$ cat config.mk
export PLATFORM = sky130hd
export DESIGN_NAME = chase_pair_array
export DESIGN_NICKNAME = d
export VERILOG_FILES = /design/src/rtl/chase_pair_array.sv
export SDC_FILE = /design/constraint.sdc
export NUM_CORES = 1
export LEC_CHECK = 0
export ABC_AREA = 1
export CORE_AREA = 2 2 52 78
export DETAILED_ROUTE_END_ITERATION = 12
export DIE_AREA = 0 0 54 80
export GPL_ROUTABILITY_DRIVEN = 0
export PLACE_DENSITY = 0.66
export RECOVER_POWER = 100
export SLEW_MARGIN = 20
export SYNTH_ARGS = -nofsm -noshare
export SYNTH_HDL_FRONTEND = slang
export SYNTH_SLANG_ARGS = --single-unit
$ cat constraint.sdc
create_clock -name clk -period 2.4 [get_ports clk]
set_clock_uncertainty 0.05 [all_clocks]
set_input_delay 0.48 -clock clk [delete_from_list [all_inputs] [get_ports clk]]
set_output_delay 0.48 -clock clk [all_outputs]
set_load 0.02 [all_outputs]
$ cat src/rtl/chase_pair_array.sv
// chase_pair_array: N independent leader/follower counter pairs.
// In every channel the follower may close in on its leader but never pass
// it, and the leader never wraps away from a follower that is still behind.
// Exports the counters, per-pair gap and catch status, a global invariant
// (prop) and a sticky violation flag (viol).
// Optional feature: define CHASE_ASSERT_EN to compile in concurrent
// assertions on the invariant and on leader progress.
module chase_pair_array #(
  parameter int W   = 4,
  parameter int N   = 2,
  parameter int SAT = 0
) (
  input  logic                     clk,
  input  logic                     rst_n,
  input  logic [N-1:0]             clr,
  input  logic [N-1:0]             lead_step,
  input  logic [N-1:0]             follow_step,
  output logic [N*W-1:0]           lead,
  output logic [N*W-1:0]           follow,
  output logic [N*W-1:0]           gap,
  output logic [N-1:0]             caught,
  output logic [$clog2(N+1)-1:0]   n_caught,
  output logic                     prop,
  output logic                     viol
);

  localparam int CW = $clog2(N+1);
  localparam logic [W-1:0] MAX = '1;
  localparam logic [W-1:0] ONE = W'(1);

  logic [W-1:0] lead_q   [N];
  logic [W-1:0] lead_d   [N];
  logic [W-1:0] follow_q [N];
  logic [W-1:0] follow_d [N];
  logic         viol_q;
  logic         viol_d;

  // Per-channel next-state: clear first, then the joint advance/wrap cases,
  // then the independent leader and follower rules.
  always_comb begin
    for (int i = 0; i < N; i++) begin
      lead_d[i]   = lead_q[i];
      follow_d[i] = follow_q[i];
      if (clr[i]) begin
        lead_d[i]   = '0;
        follow_d[i] = '0;
      end else if (lead_step[i] && follow_step[i] && (follow_q[i] == lead_q[i])) begin
        if (lead_q[i] != MAX) begin
          lead_d[i]   = lead_q[i] + ONE;
          follow_d[i] = follow_q[i] + ONE;
        end else if (SAT == 0) begin
          lead_d[i]   = '0;
          follow_d[i] = '0;
        end
      end else begin
        if (lead_step[i] && (lead_q[i] != MAX)) begin
          lead_d[i] = lead_q[i] + ONE;
        end
        if (follow_step[i] && (follow_q[i] < lead_q[i])) begin
          follow_d[i] = follow_q[i] + ONE;
        end
      end
    end
  end

  // The violation flag latches any cycle in which the invariant is low.
  always_comb begin
    viol_d = viol_q | ~prop;
  end

  // Counter and sticky-flag registers; reset zeroes everything at once.
  always_ff @(posedge clk or negedge rst_n) begin
    if (!rst_n) begin
      for (int i = 0; i < N; i++) begin
        lead_q[i]   <= '0;
        follow_q[i] <= '0;
      end
      viol_q <= 1'b0;
    end else begin
      for (int i = 0; i < N; i++) begin
        lead_q[i]   <= lead_d[i];
        follow_q[i] <= follow_d[i];
      end
      viol_q <= viol_d;
    end
  end

  // Pack counters onto the flat buses and derive gap, catch status and prop.
  always_comb begin
    lead     = '0;
    follow   = '0;
    gap      = '0;
    caught   = '0;
    n_caught = '0;
    prop     = 1'b1;
    for (int i = 0; i < N; i++) begin
      lead[i*W +: W]   = lead_q[i];
      follow[i*W +: W] = follow_q[i];
      gap[i*W +: W]    = lead_q[i] - follow_q[i];
      caught[i]        = (follow_q[i] == lead_q[i]);
      n_caught         = n_caught + CW'(caught[i]);
      if (follow_q[i] > lead_q[i]) begin
        prop = 1'b0;
      end
    end
  end

  assign viol = viol_q;

`ifdef CHASE_ASSERT_EN
  // The follower never overtakes its leader on any channel.
  always @(posedge clk) begin
    if (rst_n) begin
      assert (prop);
    end
  end

  a_prop: assert property (@(posedge clk) disable iff (!rst_n) prop);

  for (genvar g = 0; g < N; g++) begin : g_lead_progress
    // A leader step below MAX (and not cleared) must advance the leader.
    a_no_stall: assert property (@(posedge clk) disable iff (!rst_n)
      (lead_step[g] && !clr[g] && (lead_q[g] != MAX))
        |=> (lead_q[g] == $past(lead_q[g]) + ONE));
  end
`else
  // Without the macro no assertions are emitted; prop and viol remain
  // available for external checkers.
`endif

endmodule

# --- After elaboration in Yosys (flattened, before gate mapping) ---
# Index checks and enable logic that the tools add are counted.
word_totals:
  register_bits: 17
  elab_cells: 52
  output_inout_bits: 30
op_classes:
  reduce_logical: 12
  order_cmp: 4
  bitwise: 2
  eq_ne: 4
  mux: 18
  add_sub_neg: 7
op_table:
  columns: ["cell", "n"]
  rows:
  - ["two-way mux 4 bit", 16]
  - ["adder 4 x 1 -> 4 bit, second input constant", 4]
  - ["nonzero test 3 bit", 4]
  - ["equality test 4 bit", 2]
  - ["> comparator 4 bit", 2]
  - ["logical AND 1 bit", 8]
  - ["less-than comparator 4 bit", 2]
  - ["!= test 4 bit, second input constant", 2]
  - ["subtractor 4 bit", 2]
  - ["adder 1 x 1 -> 2 bit", 1]
  - ["two-way mux 1 bit", 2]
  - ["inverter 1 bit", 1]
  - ["OR 1 bit", 1]

# --- Logic depth before layout (Yosys ltp) ---
# Gate-level depths: netlist (run 1).
depth:
  depth_word: 5
  ltp_mapped: 10
  mapped_depth_nobuf: 10

# --- Worst setup path after synthesis (run 1) ---
# Ideal clock, no wire load.
synth_timing:
  path_kind: "register to output"
  from: "register lead_q (netlist bit lead[4])"
  to: "output prop"
  arrival_ns: 1.710
  path_slack_ns: 0.160
  path_buffers: 0
  stages_incl_launch_ff: 7
  cell_sequence: "dfrtp_1 > inv_1 > ha_1 > fa_1 > nand3b_1 > nand2_1 > and2_1"
synth_between:
  elab_chain_len: 2
synth_lines:
  columns: ["item", "line_no", "rtl"]
  rows:
  - ["from (decl)", "31", "logic [W-1:0] lead_q [N];"]
  - ["from (signal, indexed assignment)", "81", "lead_q[i] <= lead_d[i];"]
  - ["> comparator 4 bit", "102", "if (follow_q[i] > lead_q[i]) begin"]
  - ["two-way mux 1 bit", "102", null]
  - ["to (decl)", "23", "output logic prop,"]
# No other way between the ends.

# --- Final worst setup path (run 1) ---
# Ends and elaborated chain as after synthesis.

==> results of run 1 <==
through the flow:
stage          instance area (µm²)  total power (µW)
6_report                      2030              2590
5_1_grt                       2030              2810
4_1_cts                       2080              2770
3_5_place_dp                  2030              2610
3_3_place_gp                  2030              2600
2_1_floorplan                 1410              1620
power groups by stage:
stage	clock network, µW	registers, µW	logic [µW]
5_1_grt	241	398	2170
3_3_place_gp	0	400	2200
4_1_cts	227	399	2140
6_report	224	391	1970
2_1_floorplan	0	516	1110
3_5_place_dp	0	404	2210
flip-flops by register name, indices dropped and copies added, names as in the netlist:
register	flops
lead	8
viol	1
follow	8
critical path: cells and delay by family, from the launching register on:
family / cells / cell delay, ns
adders and majority gates: 2 / 0.53
buffers and inverters: 2 / 0.21
DFF: 1 / 0.35
and+or+nand+nor: 3 / 0.44
kinds of logic after synthesis:
group	after synthesis	share of synthesized area, %
xor+xnor	9	5.60
buf+inv	27	7.20
fa+ha+maj	15	14.4
simple gates	94	37.4
compound gates	10	5.16
flops	17	30.2
layer usage:
| metal | share of wire (%) | wire length, µm | vias to the layer above | track usage, % |
|---|---|---|---|---|
| li1 | - | - | 700 | - |
| met1 | 38 | 1350 | 620 | 18.3 |
| met2 | 58 | 2070 | 26 | 37.0 |
| met3 | 3.5 | 125 | 2 | 1.69 |
| met4 | 0.64 | 23 | 0 | 5.75 |
| met5 | 0 | 0 | - | 0 |
cell usage in the layout (no fill, tap or decap), types with 6 or more instances in the layout:
| cell type | n |
|---|---|
| nand2_1 | 34 |
| nand3_1 | 31 |
| xor2_1 | 7 |
| buf_4 | 28 |
| ha_1 | 11 |
| nor2_1 | 7 |
| dfrtp_1 | 17 |
| clkdlybuf4s50_1 | 6 |
| a21oi_1 | 6 |
| dlygate4sd2_1 | 6 |
| dlygate4sd3_1 | 20 |
| inv_1 | 25 |
layout make-up:
| cell class | count | area share, % |
|---|---|---|
| Clock buffer | 3 | 2.03 |
| Clock inverter | 1 | 0.246 |
| Inverter | 27 | 4.98 |
| Multi-Input combinational cell | 128 | 41.8 |
| Sequential cell | 17 | 20.9 |
| Tap cell | 43 | 2.65 |
| Timing Repair Buffer | 66 | 27.4 |
worst paths after layout:
path	startpoint	end	slack (ns)	depth (start not counted)
max	lead[4]	prop	0.09	7
min	viol	viol	0.42	2
max reg2reg	lead[5]	follow[5]	0.23	9
min reg2reg	viol	viol	0.42	2
max in group asynchronous	rst_n	lead[5]	0.83	2
min in group asynchronous	rst_n	lead[6]	0.86	2
what timing repair did:
action / in CTS / in global routing
resized for setup: 27 / 8
buffers inserted: 0 / 2
endpoints found under the setup margin: 11 / 8
==> results.sh, run 1 <==
export IMPL_outcome="complete, no violations"
export IMPL_p_int_uw=1310
export IMPL_synth_top_area_share_pct=30.2
export IMPL_seq_area_um2=425
export IMPL_path_max_fanout=2
export IMPL_grt_start_max_net_pins=18
export IMPL_max_freq_ghz=0.432
export IMPL_irDropWorstVdd_v=0.00104
export IMPL_vias_per_cell=4.73
export IMPL_drv_slew=0
export IMPL_pwr_share_clk_pct=8.6
export IMPL_hold_slack_ns=0.424
export IMPL_drt_iter0_markers=14
export IMPL_cts_reportedPaths_clkPinSlew_ns=0.08
export IMPL_p_leak_uw=0.00113
export IMPL_netlist_top_cells_count="nand2_1, nand3_1, inv_1"
export IMPL_path_cells="inv_1, ha_2, fa_2, nand3b_1, nand2_2, and2_4, buf_2"
export IMPL_cts_buffer_depth=2
export IMPL_yosysMostFrequentCell="nand2_1"
export IMPL_finalSetupViolCount=0
export IMPL_yosysUniqueCellTypes=24
export IMPL_synth_top_cell_by_area="dfrtp_1"
export IMPL_grt_pass1_vias=1386
export IMPL_drive_above_1_share_pct=24.8
export IMPL_drtAntennaViolNets=0
export IMPL_synthCells=172
export IMPL_switchingPower_uw=1280
export IMPL_dpl_worst_slack_ns=-0.219
export IMPL_max_stage_delay_ns=0.35
export IMPL_switching_share_pct=49.4
export IMPL_final_cells=285
export IMPL_synth_seq_cells=17
export IMPL_powerDensity_nw_per_um2=1270
export IMPL_synth_ff_type="dfrtp_1"
export IMPL_drt_first_pass_iters=4
export IMPL_wl_mm=3.57
export IMPL_dp_cells=279
export IMPL_worstMarginPinSlew_ns=1.01
export IMPL_io_pins=38
export IMPL_syn_num_nets=195
export IMPL_cp_data_required_time_ns=1.87
export IMPL_insertion_delay_ns=0.25
export IMPL_fin_crit_ns=2.31
export IMPL_dp_final_hpwl_mm=2.94
export IMPL_grt_antenna_before_repair=0
export IMPL_syn_to_final_growth_pct=44.4
export IMPL_root_buffer="clkbuf_8"
export IMPL_ys_warn_count=0
export IMPL_ys_seq_area_share_pct=30.2
export IMPL_hold_class="reg2reg"
export IMPL_wl_per_cell_um=12.5
export IMPL_coreArea_um2=3650
export IMPL_cts_hold_buf=0
export IMPL_tritoncts="yes"
export IMPL_vias=1348
export IMPL_cap_violations=0
export IMPL_cpMaxStageDelayCell="dfrtp_1"
export IMPL_finish_utilization_pct=55.7
export IMPL_fin_ws_ns=0.0873
export IMPL_fillers=363
export IMPL_syn_avg_cell_area_um2=8.18
export IMPL_cts_sinks=17
export IMPL_antenna_cells=0
export IMPL_grt_pass1_wl_mm=5.86
export IMPL_synth_area_leaders="dfrtp_1, ha_1, nand3_1"
export IMPL_rsz0062_at_grt="false"
export IMPL_synth_edf_count=0
export IMPL_netlist_area_um2=1410
export IMPL_cts_inserted_buffers=3
export IMPL_cp_end_kind="output pin"
export IMPL_die_y_um=80
export IMPL_cp_data_arrival_time_ns=1.78
export IMPL_worstSetupStartpointType="register"
export IMPL_max_slew_margin_pct=32.8
export IMPL_async_flop_share_pct=100
export IMPL_critical_path_class="reg2out"
export IMPL_final_nets=266
export IMPL_rows=27
export IMPL_h_tree_depth=1
export IMPL_tns_ns=0
export IMPL_report_final_hold_viol_count=0
export IMPL_die_area_um2=4320
export IMPL_fin_crit_sh_pct=96.4
export IMPL_numPortBuffers=37
export IMPL_initial_core_util_pct=38.6
export IMPL_drc_errors=0
export IMPL_seq_power_share_pct=15.1
export IMPL_multi_input_area_um2=850
export IMPL_comb_power_share_pct=76.3
export IMPL_die_width_um=54
export IMPL_grtUsageTotal_pct=18.4
export IMPL_grt_overflow=0
Power figures use the tool's default switching activity.
==> run 2, diff against run 1 <==
--- a/config.mk
+++ b/config.mk
@@ -10,7 +10,7 @@
 export DETAILED_ROUTE_END_ITERATION = 12
 export DIE_AREA = 0 0 54 80
 export GPL_ROUTABILITY_DRIVEN = 0
-export PLACE_DENSITY = 0.66
+export PLACE_DENSITY = 0.75
 export RECOVER_POWER = 100
 export SLEW_MARGIN = 20
 export SYNTH_ARGS = -nofsm -noshare
==> results.sh, run 2 (synthesis gave the netlist of run 1 again) <==
export IMPL_outcome="complete, no violations"
export IMPL_fin_crit_ns=2.37
export IMPL_antenna_cells=0
export IMPL_cts_sinks=17
export IMPL_seq_power_share_pct=15.2
export IMPL_final_common_cell="nand2_1"
export IMPL_rr_startpoint="follow[5]"
export IMPL_switchingPower_uw=1310
export IMPL_grt_start_max_net_pins=18
export IMPL_worstMarginPinSlew_ns=1.02
export IMPL_pwr_share_clk_pct=8.3
export IMPL_vias_per_cell=4.93
export IMPL_syn_to_final_growth_pct=44.8
export IMPL_cts_buffer_depth=2
export IMPL_numPortBuffers=37
export IMPL_grt_pass1_vias=1348
export IMPL_p_leak_uw=0.00113
export IMPL_fin_total_pwr_uw=2640
export IMPL_cts_inserted_buffers=3
export IMPL_cts_reportedPaths_clkPinSlew_ns=0.07
export IMPL_grtUsageTotal_pct=17.6
export IMPL_cp_data_required_time_ns=1.87
export IMPL_drive_above_1_share_pct=24.3
export IMPL_critical_path_class="reg2out"
export IMPL_drc_errors=0
export IMPL_die_area_um2=4320
export IMPL_hold_class="reg2reg"
export IMPL_grt_pass1_wl_mm=5.66
export IMPL_drt_iter0_markers=16
export IMPL_powerDensity_nw_per_um2=1290
export IMPL_drt_first_pass_iters=5
export IMPL_die_y_um=80
export IMPL_finish_utilization_pct=55.9
export IMPL_multi_input_area_um2=851
export IMPL_root_buffer="clkbuf_8"
export IMPL_comb_power_share_pct=76.5
export IMPL_max_slew_margin_pct=31.8
export IMPL_switching_share_pct=49.7
export IMPL_insertion_delay_ns=0.25
export IMPL_report_final_hold_viol_count=0
export IMPL_min_delay_start="viol"
export IMPL_wl_mm=3.71
export IMPL_io_pins=38
export IMPL_drtAntennaViolNets=0
export IMPL_worstSetupStartpointType="register"
export IMPL_drv_slew=0
export IMPL_p_int_uw=1330
export IMPL_seq_area_um2=425
export IMPL_max_freq_ghz=0.422
export IMPL_dp_cells=280
export IMPL_final_nets=267
export IMPL_tritoncts="yes"
export IMPL_cp_startpoint="follow[5]"
export IMPL_grt_overflow=0
export IMPL_fillers=355
export IMPL_coreArea_um2=3650
export IMPL_cp_data_arrival_time_ns=1.84
export IMPL_irDropWorstVdd_v=0.000997
export IMPL_wl_per_cell_um=13.0
export IMPL_vias=1410
export IMPL_dp_final_hpwl_mm=2.91
export IMPL_fin_crit_sh_pct=98.8
export IMPL_initial_core_util_pct=38.6
export IMPL_finalSetupViolCount=0
export IMPL_h_tree_depth=1
export IMPL_mostFrequentLayoutCells="nand2_1, nand3_1, buf_4"
export IMPL_die_width_um=54
export IMPL_grt_antenna_before_repair=0
export IMPL_cp_end_kind="output pin"
export IMPL_final_cells=286
export IMPL_cap_violations=0
export IMPL_rows=27
export IMPL_path_max_fanout=3
## run 2: cell types whose count changed in the layout (fill, tap and decap cells not counted), sizes merged
cell / before / now
clkinv: 1 / 0
dlygate4sd2: 6 / 5
clkbuf: 7 / 10
## run 2: critical path, cell delays in order, from the launching register on
cell and delay (ns):
dfrtp_1 0.41, clkbuf_4 0.16, inv_1 0.04, ha_1 0.30
nand2_1 0.09, nor2_4 0.10, ha_1 0.16, dlygate4sd2_1 0.34
## run 2: per-layer routing
metal	wire length (µm)	GRT usage [%]	part of all wire, %	vias to the layer above
met2	2120	33.5	57	41
met1	1410	18.7	38	664
li1	-	-	-	701
met5	0	0	0	-
met4	46	6.75	1.2	0
met3	140	1.87	3.8	4
## run 2: layout make-up
| type | instances | area share (%) |
|---|---|---|
| multi-input combinational | 128 | 41.7 |
| timing repair buffer | 67 | 27.6 |
| sequential | 17 | 20.9 |
| inverter | 27 | 4.97 |
| tap | 43 | 2.64 |
| clock buffer | 4 | 2.21 |
## run 2: per-stage QoR
stage / area (µm²) / setup slack [ns] / hold slack, ns / TNS (ns)
finish: 2040 / 0.0287 / 0.423 / 0
global route: 2040 / -0.0275 / 0.468 / -0.0629
CTS: 2080 / 0.00473 / 0.431 / 0
detailed placement: 2040 / -0.175 / 0.414 / -0.283
global placement: 2040 / -0.161 / 0.397 / -0.178
floorplan: 1410 / 0.160 / 0.134 / 0
## run 2: path summary, 6_finish.rpt
kind	slack, ns	to	depth (start not counted)
worst max register to register	0.20	follow[7]	10
worst min-delay path	0.42	viol	2
min in group asynchronous	0.87	lead[7]	2
worst min register to register	0.42	viol	2
worst max-delay path	0.03	n_caught[1]	7
max in group asynchronous	0.81	follow[7]	2
## run 2: what timing repair did
item	4_1_cts	5_1_grt
gates resized for setup	24	10
pin swaps	0	1
hold buffers	0	0
setup buffers	0	2
endpoints found under the setup margin	11	6
## run 2: power groups by stage
stage	Combinational (µW)	Sequential [µW]	Clock, µW
2_1_floorplan	1110	516	0
3_3_place_gp	2180	403	0
3_5_place_dp	2210	407	0
4_1_cts	2110	402	227
5_1_grt	2170	407	239
6_report	2020	401	219
==> run 3, diff against run 2 <==
--- a/config.mk
+++ b/config.mk
@@ -9,8 +9,9 @@
 export CORE_AREA = 2 2 52 78
 export DETAILED_ROUTE_END_ITERATION = 12
 export DIE_AREA = 0 0 54 80
+export DONT_BUFFER_PORTS = 1
 export GPL_ROUTABILITY_DRIVEN = 0
-export PLACE_DENSITY = 0.75
+export PLACE_DENSITY = 0.62
 export RECOVER_POWER = 100
 export SLEW_MARGIN = 20
 export SYNTH_ARGS = -nofsm -noshare
==> results.sh, run 3 (synthesis gave the netlist of run 1 again) <==
export IMPL_worstSetupStartpointType="register"
export IMPL_grt_pass1_vias=1310
export IMPL_mostFrequentLayoutCells="nand2_1, nand3_1, inv_1"
export IMPL_seq_area_um2=425
export IMPL_multi_input_area_um2=871
export IMPL_critical_path_class="reg2out"
export IMPL_drt_first_pass_iters=4
export IMPL_max_slew_margin_pct=46.3
export IMPL_irDropWorstVdd_v=0.000987
export IMPL_fin_crit_ns=2.31
export IMPL_switchingPower_uw=1240
export IMPL_cp_data_required_time_ns=1.87
export IMPL_grt_overflow=0
export IMPL_antenna_cells=0
export IMPL_fin_crit_sh_pct=96.4
export IMPL_grt_antenna_before_repair=0
export IMPL_crit_family="adder cells"
export IMPL_comb_power_share_pct=72.6
export IMPL_die_area_um2=4320
export IMPL_drtAntennaViolNets=0
export IMPL_final_cells=239
export IMPL_h_tree_depth=1
export IMPL_wl_mm=3.32
export IMPL_vias=1207
export IMPL_grt_pass1_wl_mm=5.53
export IMPL_drt_iter0_markers=21
export IMPL_pwr_share_clk_pct=9.5
export IMPL_cts_reportedPaths_clkPinSlew_ns=0.07
export IMPL_tns_ns=0
export IMPL_root_buffer="clkbuf_8"
export IMPL_tritoncts="yes"
export IMPL_seq_power_share_pct=17.8
export IMPL_max_stage_delay_ns=0.41
export IMPL_die_y_um=80
export IMPL_coreArea_um2=3650
export IMPL_numPortBuffers=0
export IMPL_switching_share_pct=56.6
export IMPL_cp_end_kind="output pin"
export IMPL_p_int_uw=955
export IMPL_dp_final_hpwl_mm=2.71
export IMPL_rsz0062_at_grt="false"
export IMPL_hold_class="in2reg"
export IMPL_powerDensity_nw_per_um2=1380
export IMPL_wl_per_cell_um=13.9
export IMPL_worstMarginPinSlew_ns=0.802
export IMPL_finalSetupViolCount=0
export IMPL_cts_inserted_buffers=3
export IMPL_dp_cells=234
export IMPL_hold_slack_ns=0.356
export IMPL_final_nets=220
export IMPL_cts_buffer_depth=2
export IMPL_rows=27
export IMPL_initial_core_util_pct=38.6
export IMPL_drive_above_1_share_pct=14.8
export IMPL_grtUsageTotal_pct=17.6
export IMPL_critical_path_buf_inv_count=1
export IMPL_final_common_cell="nand2_1"
export IMPL_drv_slew=0
export IMPL_cap_violations=0
export IMPL_insertion_delay_ns=0.25
export IMPL_cpMaxStageDelayCell="fa_1"
export IMPL_cts_sinks=17
export IMPL_syn_to_final_growth_pct=12.9
export IMPL_grt_start_max_net_pins=18
export IMPL_fillers=410
export IMPL_report_final_hold_viol_count=0
export IMPL_max_freq_ghz=0.432
export IMPL_path_max_fanout=2
export IMPL_drc_errors=0
export IMPL_die_width_um=54
export IMPL_io_pins=38
export IMPL_path_cells="inv_1, ha_1, fa_1, nand3b_1, nand2_2, and2_4"
export IMPL_outcome="complete, no violations"
export IMPL_cp_data_arrival_time_ns=1.78
export IMPL_vias_per_cell=5.05
export IMPL_p_leak_uw=0.000843
-- run 3: power groups by stage --
stage | Clock, µW | Sequential (µW) | Combinational, µW
2_1_floorplan | 0 | 516 | 1110
3_3_place_gp | 0 | 400 | 1630
3_5_place_dp | 0 | 400 | 1640
4_1_cts | 222 | 395 | 1670
5_1_grt | 239 | 402 | 1750
6_report | 210 | 392 | 1600
-- run 3: metal layers --
layer	routed length (µm)	global-route usage, %
met2	1740	32.3
met3	227	4.68
met5	0	0
met1	1290	18.2
met4	68	6.50
-- run 3: worst min-delay path, stage by stage --
cell	delay, ns
nor2_1	0.02
nand3_1	0.07
nand2_1	0.05
-- run 3: layout make-up --
| cell class | instances | area share (%) |
|---|---|---|
| multi-input cells | 128 | 54.8 |
| well taps | 43 | 3.39 |
| clock buffers | 4 | 2.83 |
| flip-flops and latches | 17 | 26.8 |
| inverters | 27 | 6.38 |
| repair buffers | 20 | 5.83 |
-- run 3: worst paths after layout --
check,start,slack (ns),depth (start not counted),end
max,lead[0],0.09,6,prop
min,clr[0],0.36,3,follow[0]
max in group asynchronous,rst_n,1.09,1,lead[7]
min reg2reg,lead[4],0.50,3,lead[4]
min in group asynchronous,rst_n,0.71,1,follow[6]
max reg2reg,lead[7],0.32,8,follow[4]
-- run 3: what timing repair did --
item / CTS / global route
endpoints found under the hold margin: 17 / 0
endpoints found under the setup margin: 1 / 2
buffers inserted: 0 / 0
resized for setup: 1 / 4
hold buffers: 1 / 0
-- run 3: per-stage QoR --
| step | total power (µW) | setup slack, ns | utilization [%] | cell area (µm²) |
|---|---|---|---|---|
| 2_1_floorplan | 1620 | 0.160 | - | 1410 |
| 3_3_place_gp | 2030 | 0.297 | 44.0 | 1600 |
| 3_5_place_dp | 2040 | 0.269 | 44.0 | 1600 |
| 4_1_cts | 2290 | 0.0267 | 45.5 | 1660 |
| 5_1_grt | 2390 | 0.00646 | 43.6 | 1590 |
| 6_report | 2200 | 0.0860 | 43.6 | 1590 |
